File: src/rtl/arb_rr_ctrl.sv
// Round-robin arbiter moving words from four source FIFOs to four class-selected destination FIFOs.
// Optional per-destination push counters are enabled with macro ARB_PUSH_CNT_EN.
module arb_rr_ctrl #(
  parameter int FIFO_UNITS = 4,
  parameter int WORD_SIZE  = 10
) (
  input  logic                  clk,
  input  logic                  reset,
  input  logic [FIFO_UNITS-1:0] fifo_empty,
  input  logic [WORD_SIZE-1:0]  fifo_data_in0,
  input  logic [WORD_SIZE-1:0]  fifo_data_in1,
  input  logic [WORD_SIZE-1:0]  fifo_data_in2,
  input  logic [WORD_SIZE-1:0]  fifo_data_in3,
  input  logic [FIFO_UNITS-1:0] dest_almost_full,
  output logic [FIFO_UNITS-1:0] arb_pop,
  output logic [FIFO_UNITS-1:0] arb_push,
  output logic [WORD_SIZE-1:0]  arb_data_out,
  output logic [1:0]            arb_state
`ifdef ARB_PUSH_CNT_EN
  ,
  output logic [7:0]            push_cnt0,
  output logic [7:0]            push_cnt1,
  output logic [7:0]            push_cnt2,
  output logic [7:0]            push_cnt3
`endif
);

  typedef enum logic [1:0] {
    IDLE  = 2'b00,
    SERVE = 2'b01,
    STALL = 2'b10
  } state_t;

  state_t                  state, state_next;
  logic [WORD_SIZE-1:0]    words [FIFO_UNITS];
  logic [FIFO_UNITS-1:0]   eligible;
  logic [1:0]              last_grant;
  logic [1:0]              grant_idx;
  logic [1:0]              search_idx;
  logic                    grant_any;
  logic [WORD_SIZE-1:0]    pop_word;
  logic [1:0]              pop_class;
  logic [FIFO_UNITS-1:0]   push_q;

  assign words[0] = fifo_data_in0;
  assign words[1] = fifo_data_in1;
  assign words[2] = fifo_data_in2;
  assign words[3] = fifo_data_in3;

  for (genvar i = 0; i < FIFO_UNITS; i++) begin : g_elig
    assign eligible[i] = !fifo_empty[i] && !dest_almost_full[words[i][WORD_SIZE-1 -: 2]];
  end

  // Search order starts one past the previous winner; the first hit wins.
  always_comb begin
    grant_any  = 1'b0;
    grant_idx  = last_grant;
    search_idx = '0;
    for (int unsigned k = 1; k <= 4; k++) begin
      search_idx = last_grant + 2'(k);
      if (!grant_any && eligible[search_idx]) begin
        grant_any = 1'b1;
        grant_idx = search_idx;
      end
    end
  end

  assign pop_word  = words[grant_idx];
  assign pop_class = pop_word[WORD_SIZE-1 -: 2];
  assign arb_pop   = (grant_any && !reset) ? (FIFO_UNITS'(1) << grant_idx) : '0;

  always_ff @(posedge clk) begin
    if (reset) begin
      last_grant   <= 2'd3;
      push_q       <= '0;
      arb_data_out <= '0;
    end else if (grant_any) begin
      last_grant   <= grant_idx;
      push_q       <= FIFO_UNITS'(1) << pop_class;
      arb_data_out <= pop_word;
    end else begin
      push_q       <= '0;
    end
  end

  // A push already registered when reset arrives is suppressed, not delivered.
  assign arb_push = reset ? '0 : push_q;

  always_ff @(posedge clk) begin
    if (reset) state <= IDLE;
    else       state <= state_next;
  end

  always_comb begin
    state_next = IDLE;
    if (!(&fifo_empty)) begin
      state_next = grant_any ? SERVE : STALL;
    end
  end

  assign arb_state = state;

`ifdef ARB_PUSH_CNT_EN
  logic [7:0] cnt [FIFO_UNITS];

  for (genvar d = 0; d < FIFO_UNITS; d++) begin : g_cnt
    always_ff @(posedge clk) begin
      if (reset)          cnt[d] <= '0;
      else if (push_q[d]) cnt[d] <= cnt[d] + 8'd1;
    end
  end

  assign push_cnt0 = cnt[0];
  assign push_cnt1 = cnt[1];
  assign push_cnt2 = cnt[2];
  assign push_cnt3 = cnt[3];
`endif

endmodule

File: config.mk
export PLATFORM = sky130hd
export DESIGN_NAME = arb_rr_ctrl
export DESIGN_NICKNAME = d
export VERILOG_FILES = /design/src/rtl/arb_rr_ctrl.sv
export SDC_FILE = /design/constraint.sdc
export NUM_CORES = 1
export LEC_CHECK = 0
export BUFFER_PORTS_ARGS = -buffer_cell sky130_fd_sc_hd__buf_4
export CAP_MARGIN = 20
export CELL_PAD_IN_SITES_DETAIL_PLACEMENT = 0
export CELL_PAD_IN_SITES_GLOBAL_PLACEMENT = 1
export CORE_MARGIN = 3
export CORE_UTILIZATION = 36
export CTS_CLUSTER_DIAMETER = 120
export DETAILED_ROUTE_END_ITERATION = 7
export PLACE_DENSITY = 0.95
export SYNTH_ARGS = -nofsm -noshare
export SYNTH_HDL_FRONTEND = slang
export SYNTH_SLANG_ARGS = --single-unit
File: constraint.sdc
create_clock -name clk -period 4.6 [get_ports clk]
set_input_delay 0.23 -clock clk [delete_from_list [all_inputs] [get_ports clk]]
set_output_delay 0.23 -clock clk [all_outputs]
set_load 0.02 [all_outputs]
Word level (Yosys, flattened, before mapping)
Cells that the tools add are included.
Word-level totals
  bits in registers: 18
  latch bits: 0
  bits in writable memories: 0
  ROM bits: 0
  bits of input ports: 50
  output and inout bits: 20
  logic and storage cells: 73
  memories kept: 0
Cells by class
  add/subtract/negate cells: 3
  $mul: 0
  divide/modulo/power cells: 0
  magnitude comparators: 9
  eq/ne operators: 0
  shifts and indexed selects: 2
  multiplexer cells: 30
  bitwise gates (word level): 2
  reduce and logical (&&, ||, !) cells: 23
Operator list (count)
  $lt A2 B3 Y1 const B: 8
  $bmux W10 S2: 1
  $mux W10: 2
  $bmux W1 S2: 8
  $logic_not A1 Y1: 12
  $mux W1: 12
  $mux W2: 5
  $logic_and A1 B1 Y1: 8
  $mux W4: 2
  $shl A1 B2 Y4 const A: 2
  $add A2 B2 Y2 const B: 2
  $reduce_and A4 Y1: 1
  $reduce_or A2 Y1: 2
  $ge A3 B3 Y1 const B: 1
  $not A2 Y3: 1
  $add A2 B1 Y2 const B: 1
  $not A1 Y1: 1

Longest topological paths before layout
  depth after elaboration: 21
  depth in mapped cells: 9
  gate-level depth less buffers: 6

Worst setup path after synthesis
No wires, ideal clock.
  path type: in2out
  from: input port fifo_data_in3[9]
  to: output port arb_pop[1]
  arrival time: 1.949 ns
  required time: 4.370 ns
  slack: 2.421 ns
  stages: 8
  path buffers: 3
  cells stage by stage: clkdlybuf4s15_2 mux2i_1 a22oi_1 or3_4 o2111a_1 buf_6 buf_12 nor2_1
On the way
  longest elaborated chain between the ends: 18
  elaborated cells between the ends (all ways): 29
  classes of those cells: 1 x shift; 19 x mux; 9 x reduce/logical
RTL lines
  start, declared: RTL line 13  | input logic [WORD_SIZE-1:0] fifo_data_in3,
  $bmux W1 S2 *: RTL line 51  | assign eligible[i] = !fifo_empty[i] && !dest_almost_full[words[i][WORD_SIZE-1 -: 2]];
  $mux W1 (implied by the code) *: RTL line 51
  $logic_not A1 Y1 *: RTL line 51
  $logic_and A1 B1 Y1 *: RTL line 51
  $bmux W1 S2: RTL line 61  | if (!grant_any && eligible[search_idx]) begin
  $mux W1 (implied by the code): RTL line 61
  $mux W1: RTL line 61
  $logic_not A1 Y1: RTL line 61
  [... 2 more ...]
  $logic_not A1 Y1: RTL line 61
  $logic_and A1 B1 Y1: RTL line 61
  $mux W1: RTL line 61
  $logic_not A1 Y1: RTL line 61
  $logic_and A1 B1 Y1: RTL line 61
  $mux W2 / $mux W1 (equally long branches): RTL line 61
  $shl A1 B2 Y4 / $logic_and A1 B1 Y1 (equally long branches): RTL line 70  | assign arb_pop = (grant_any && !reset) ? (FIFO_UNITS'(1) << grant_idx) : '0;
  $mux W4 *: RTL line 70
  end, declared: RTL line 15  | output logic [FIFO_UNITS-1:0] arb_pop,
Every way passes the cells marked *; elsewhere a longest branch is shown, timed or not. The select of a mux whose other input is x is not followed.

Worst setup path after layout
  from: input port fifo_data_in0[8]
  to: output port arb_pop[0]
On the way
  longest elaborated chain between the ends: 18
  elaborated cells between the ends (all ways): 29
  classes of those cells: 1 x shift; 19 x mux; 9 x reduce/logical
RTL lines
  start, declared: RTL line 10  | input logic [WORD_SIZE-1:0] fifo_data_in0,
  $bmux W1 S2 *: RTL line 51
  $mux W1 (implied by the code) *: RTL line 51
  $logic_not A1 Y1 *: RTL line 51
  $logic_and A1 B1 Y1 *: RTL line 51
  $bmux W1 S2: RTL line 61
  $mux W1 (implied by the code): RTL line 61
  $mux W1: RTL line 61
  $logic_not A1 Y1: RTL line 61
  [... 2 more ...]
  $logic_not A1 Y1: RTL line 61
  $logic_and A1 B1 Y1: RTL line 61
  $mux W1: RTL line 61
  $logic_not A1 Y1: RTL line 61
  $logic_and A1 B1 Y1: RTL line 61
  $mux W2 / $mux W1 (equally long branches): RTL line 61
  $shl A1 B2 Y4 / $logic_and A1 B1 Y1 (equally long branches): RTL line 70
  $mux W4 *: RTL line 70
Marked as above.

==> results.sh <==
export IMPL_outcome="finished, final reports clean"
export IMPL_htreeDepth=1
export IMPL_skew_ps=1.826
export IMPL_setup_tns_ps=0
export IMPL_max_stage_delay_ps=510
export IMPL_synth_simple_area_share=0.2058
export IMPL_leakage_uw=0.0008937
export IMPL_vias=1421
export IMPL_layout_min_cycle_time_ps=2467
export IMPL_path_depth=7
export IMPL_crit_buf_inv=2
export IMPL_synth_cell_types=42
export IMPL_path_clk_slew_ps=70
export IMPL_cts_hold_buf=0
export IMPL_cts_sinks=18
export IMPL_crit_type="primary input to output pin"
export IMPL_cts_setup_buffers=0
export IMPL_required_ps=4370
export IMPL_synth_adder_area_share=0
export IMPL_hold_depth=2
export IMPL_grt_pass1_vias=1201
export IMPL_io_buffers=69
export IMPL_max_freq_mhz=405.3
export IMPL_hold_path_class="primary input to flop"
export IMPL_first_pass_iters=4
export IMPL_yosys_warnings=0
export IMPL_p_switching_uw=207.6
export IMPL_finalMaxSlewViolations=0
export IMPL_antenna_found_initial=0
export IMPL_p_seq_frac=0.334
export IMPL_rsz0062_at_grt="false"
export IMPL_clock_latency_ps=250
export IMPL_cp_max_fo=11
export IMPL_slew_headroom=0.5597
export IMPL_pwr_share_clk=0.215
export IMPL_ys_seq_elements=18
export IMPL_fp_dieW_um=68.73
export IMPL_finalSetupViolCount=0
export IMPL_antenna_cells=0
export IMPL_crit_chain="buf_4 > mux4_2 > or2_2 > a21oi_2 > nand2_1 > nor2_1 > buf_4"
export IMPL_cellPowerDensity_nw_per_um2=303.6
export IMPL_synth_top_family_by_area="compound AO/OA/AOI/OAI gates"
export IMPL_layout_nets=265
export IMPL_gp_congestion=0.9087
export IMPL_clockRootBuffer="clkbuf_8"
export IMPL_p_sw_frac=0.3506
export IMPL_max_cap_violations=0
export IMPL_synth_mux_area_frac=0.2226
export IMPL_fin_crit_sh=0.5364
export IMPL_endpoint_kind="output pin"
export IMPL_total_power_uw=592.1
export IMPL_fin_hold_ws_ps=209.0
export IMPL_synth_xor_area_share=0
export IMPL_drtAntennaViolNets=0
export IMPL_grt_most_used_layer="met2"
export IMPL_drtIter0Drc=58
export IMPL_dieArea_um2=4723
export IMPL_worstSetupStartpointType="primary input"
export IMPL_io_pins=70
export IMPL_vias_per_cell=5.424
export IMPL_grt_usage=0.1671
export IMPL_cts_tree="yes"
export IMPL_use_met2=0.2455
export IMPL_dp_hpwl_mm=3.159
export IMPL_drc=0
export IMPL_syn_num_nets=198
export IMPL_crit_family="simple AND/OR/NAND/NOR gates"
export IMPL_cts_buffers=3
export IMPL_irDropWorstVdd_mv=0.1730
export IMPL_finalHoldViolations=0
export IMPL_crit_path_top_delay_cell="mux4_2"
export IMPL_seq_area_frac_synth=0.2544
export IMPL_reg2reg_depth=6
export IMPL_die_h_um=68.73
export IMPL_grt_use_met1=0.2443
export IMPL_post_cts_resize_count=0
export IMPL_area_growth_pct=37.72
export IMPL_coreArea_um2=3716
export IMPL_worstMarginPinSlew_ps=659.4
export IMPL_rows=22
export IMPL_arrival_ps=2240
export IMPL_postSynthAreaPerCell_um2=9.570
export IMPL_netlist_instances=148
export IMPL_layout_drive_gt1_share=0.4112
export IMPL_intPower_uw=384.5
export IMPL_netlist_area_um2=1416
export IMPL_wire_per_inst_um=14.88
export IMPL_critPathMostFrequentCell="buf_4"
export IMPL_synth_compound_area_frac=0.2235
export IMPL_combPwrFrac=0.450
export IMPL_fillers=363
export IMPL_drt_total_wl_mm=3.899
export IMPL_grtUsageMet3=0.03404
export IMPL_start_util=0.3811
export IMPL_grt_pass1_wl_mm=5.947
export IMPL_overflow=0
export IMPL_grt_max_degree=28
export IMPL_clockBufferDepth=2
==> metrics by stage <==
stage	util	instance area, um2	setup slack (ps)	cells
finish	0.5249	1951	2133	262
global route	0.5249	1951	2008	262
CTS	0.5249	1951	2150	262
detailed placement	0.5101	1896	2086	258
global placement	0.5101	1896	2147	258
floorplan	-	1416	2421	148
==> layer usage <==
layer,wire length [um],share of wire,vias up
met5,0,0,-
met4,42,0.011,0
met3,244,0.063,4
met2,1968,0.50,44
met1,1643,0.42,665
li1,-,-,708
==> cells in the final DEF, fill, tap and decap left out, drive strengths merged, types with 3 or more instances in the layout <==
cell / count
mux2i: 27
dfxtp: 18
nand2: 15
nand3: 3
nor2: 12
a221o: 3
o221ai: 11
nand4b: 4
a21oi: 4
clkbuf: 4
a22oi: 3
buf: 71
nor2b: 5
inv: 5
nor3: 4
==> power by group through the flow <==
stage               Clock (uW)  Sequential, uW  Combinational [uW]
floorplan                    0             223                 162
global placement             0             200                 265
detailed placement           0             201                 266
CTS                        131             197                 268
global route               142             200                 287
finish                     128             198                 267
==> path summary, 6_finish.rpt <==
check | start | endpoint | slack (ps)
worst max-delay path | fifo_data_in0[8] | arb_pop[0] | 2130
worst min-delay path | reset | arb_state[0]$_SDFF_PP0_ | 210
worst max register to register | last_grant[0]$_SDFFE_PP1N_ | push_q[3]$_SDFF_PP0_ | 2280
worst min register to register | arb_data_out[7]$_SDFFE_PP0N_ | arb_data_out[7]$_SDFFE_PP0N_ | 470
==> cell type report <==
class	count	area, um2	area share
clock buffer	4	55.05	0.02822
inverter	5	18.77	0.009622
multi-input combinational	116	923.4	0.4734
sequential	18	360.3	0.1847
tap	48	60.06	0.03079
timing repair buffer	71	533.0	0.2733
==> state kept, by name, indices dropped and copies added, names as in the netlist <==
signal	count
arb_data_out	10
arb_state	2
last_grant	2
push_q	4
==> cells by family (layout without fill, tap and decap cells) <==
logic type / after synthesis / after routing
multiplexers: 29 / 29
AO/OA/AOI/OAI: 32 / 32
AND/OR/NAND/NOR: 55 / 55
flip-flops: 18 / 18
buffers and inverters: 14 / 80
==> cell usage after synthesis (all sizes together) <==
master | instances | area, um2
mux2i | 27 | 270.3
nor2 | 12 | 45.04
a32oi | 1 | 8.760
o22ai | 1 | 6.260
dlymetal6s2s | 1 | 12.51
inv | 5 | 18.77
and2 | 2 | 12.51
nand3 | 3 | 15.01
nor4b | 1 | 8.760
a41oi | 1 | 8.760
and2b | 1 | 8.760
buf | 4 | 58.81
dfxtp | 18 | 360.4
nor3b | 1 | 7.510
o2111a | 1 | 11.26
nor2b | 5 | 31.28
nand4 | 2 | 12.51
o2111ai | 1 | 15.01
nor4 | 2 | 12.51
or2 | 2 | 15.02
mux4 | 2 | 45.04
or3 | 1 | 11.26
o221ai | 11 | 113.9
nand4b | 4 | 35.03
nor3 | 4 | 20.02
o311ai | 1 | 16.27
clkbuf | 3 | 31.28
clkdlybuf4s15 | 1 | 11.26
a22oi | 3 | 36.28
a31oi | 1 | 6.260
a311o | 2 | 20.02
nand2 | 15 | 56.30
a221o | 3 | 30.03
a21oi | 4 | 23.77
a22o | 2 | 20.02
Power figures use the tool's default switching activity.
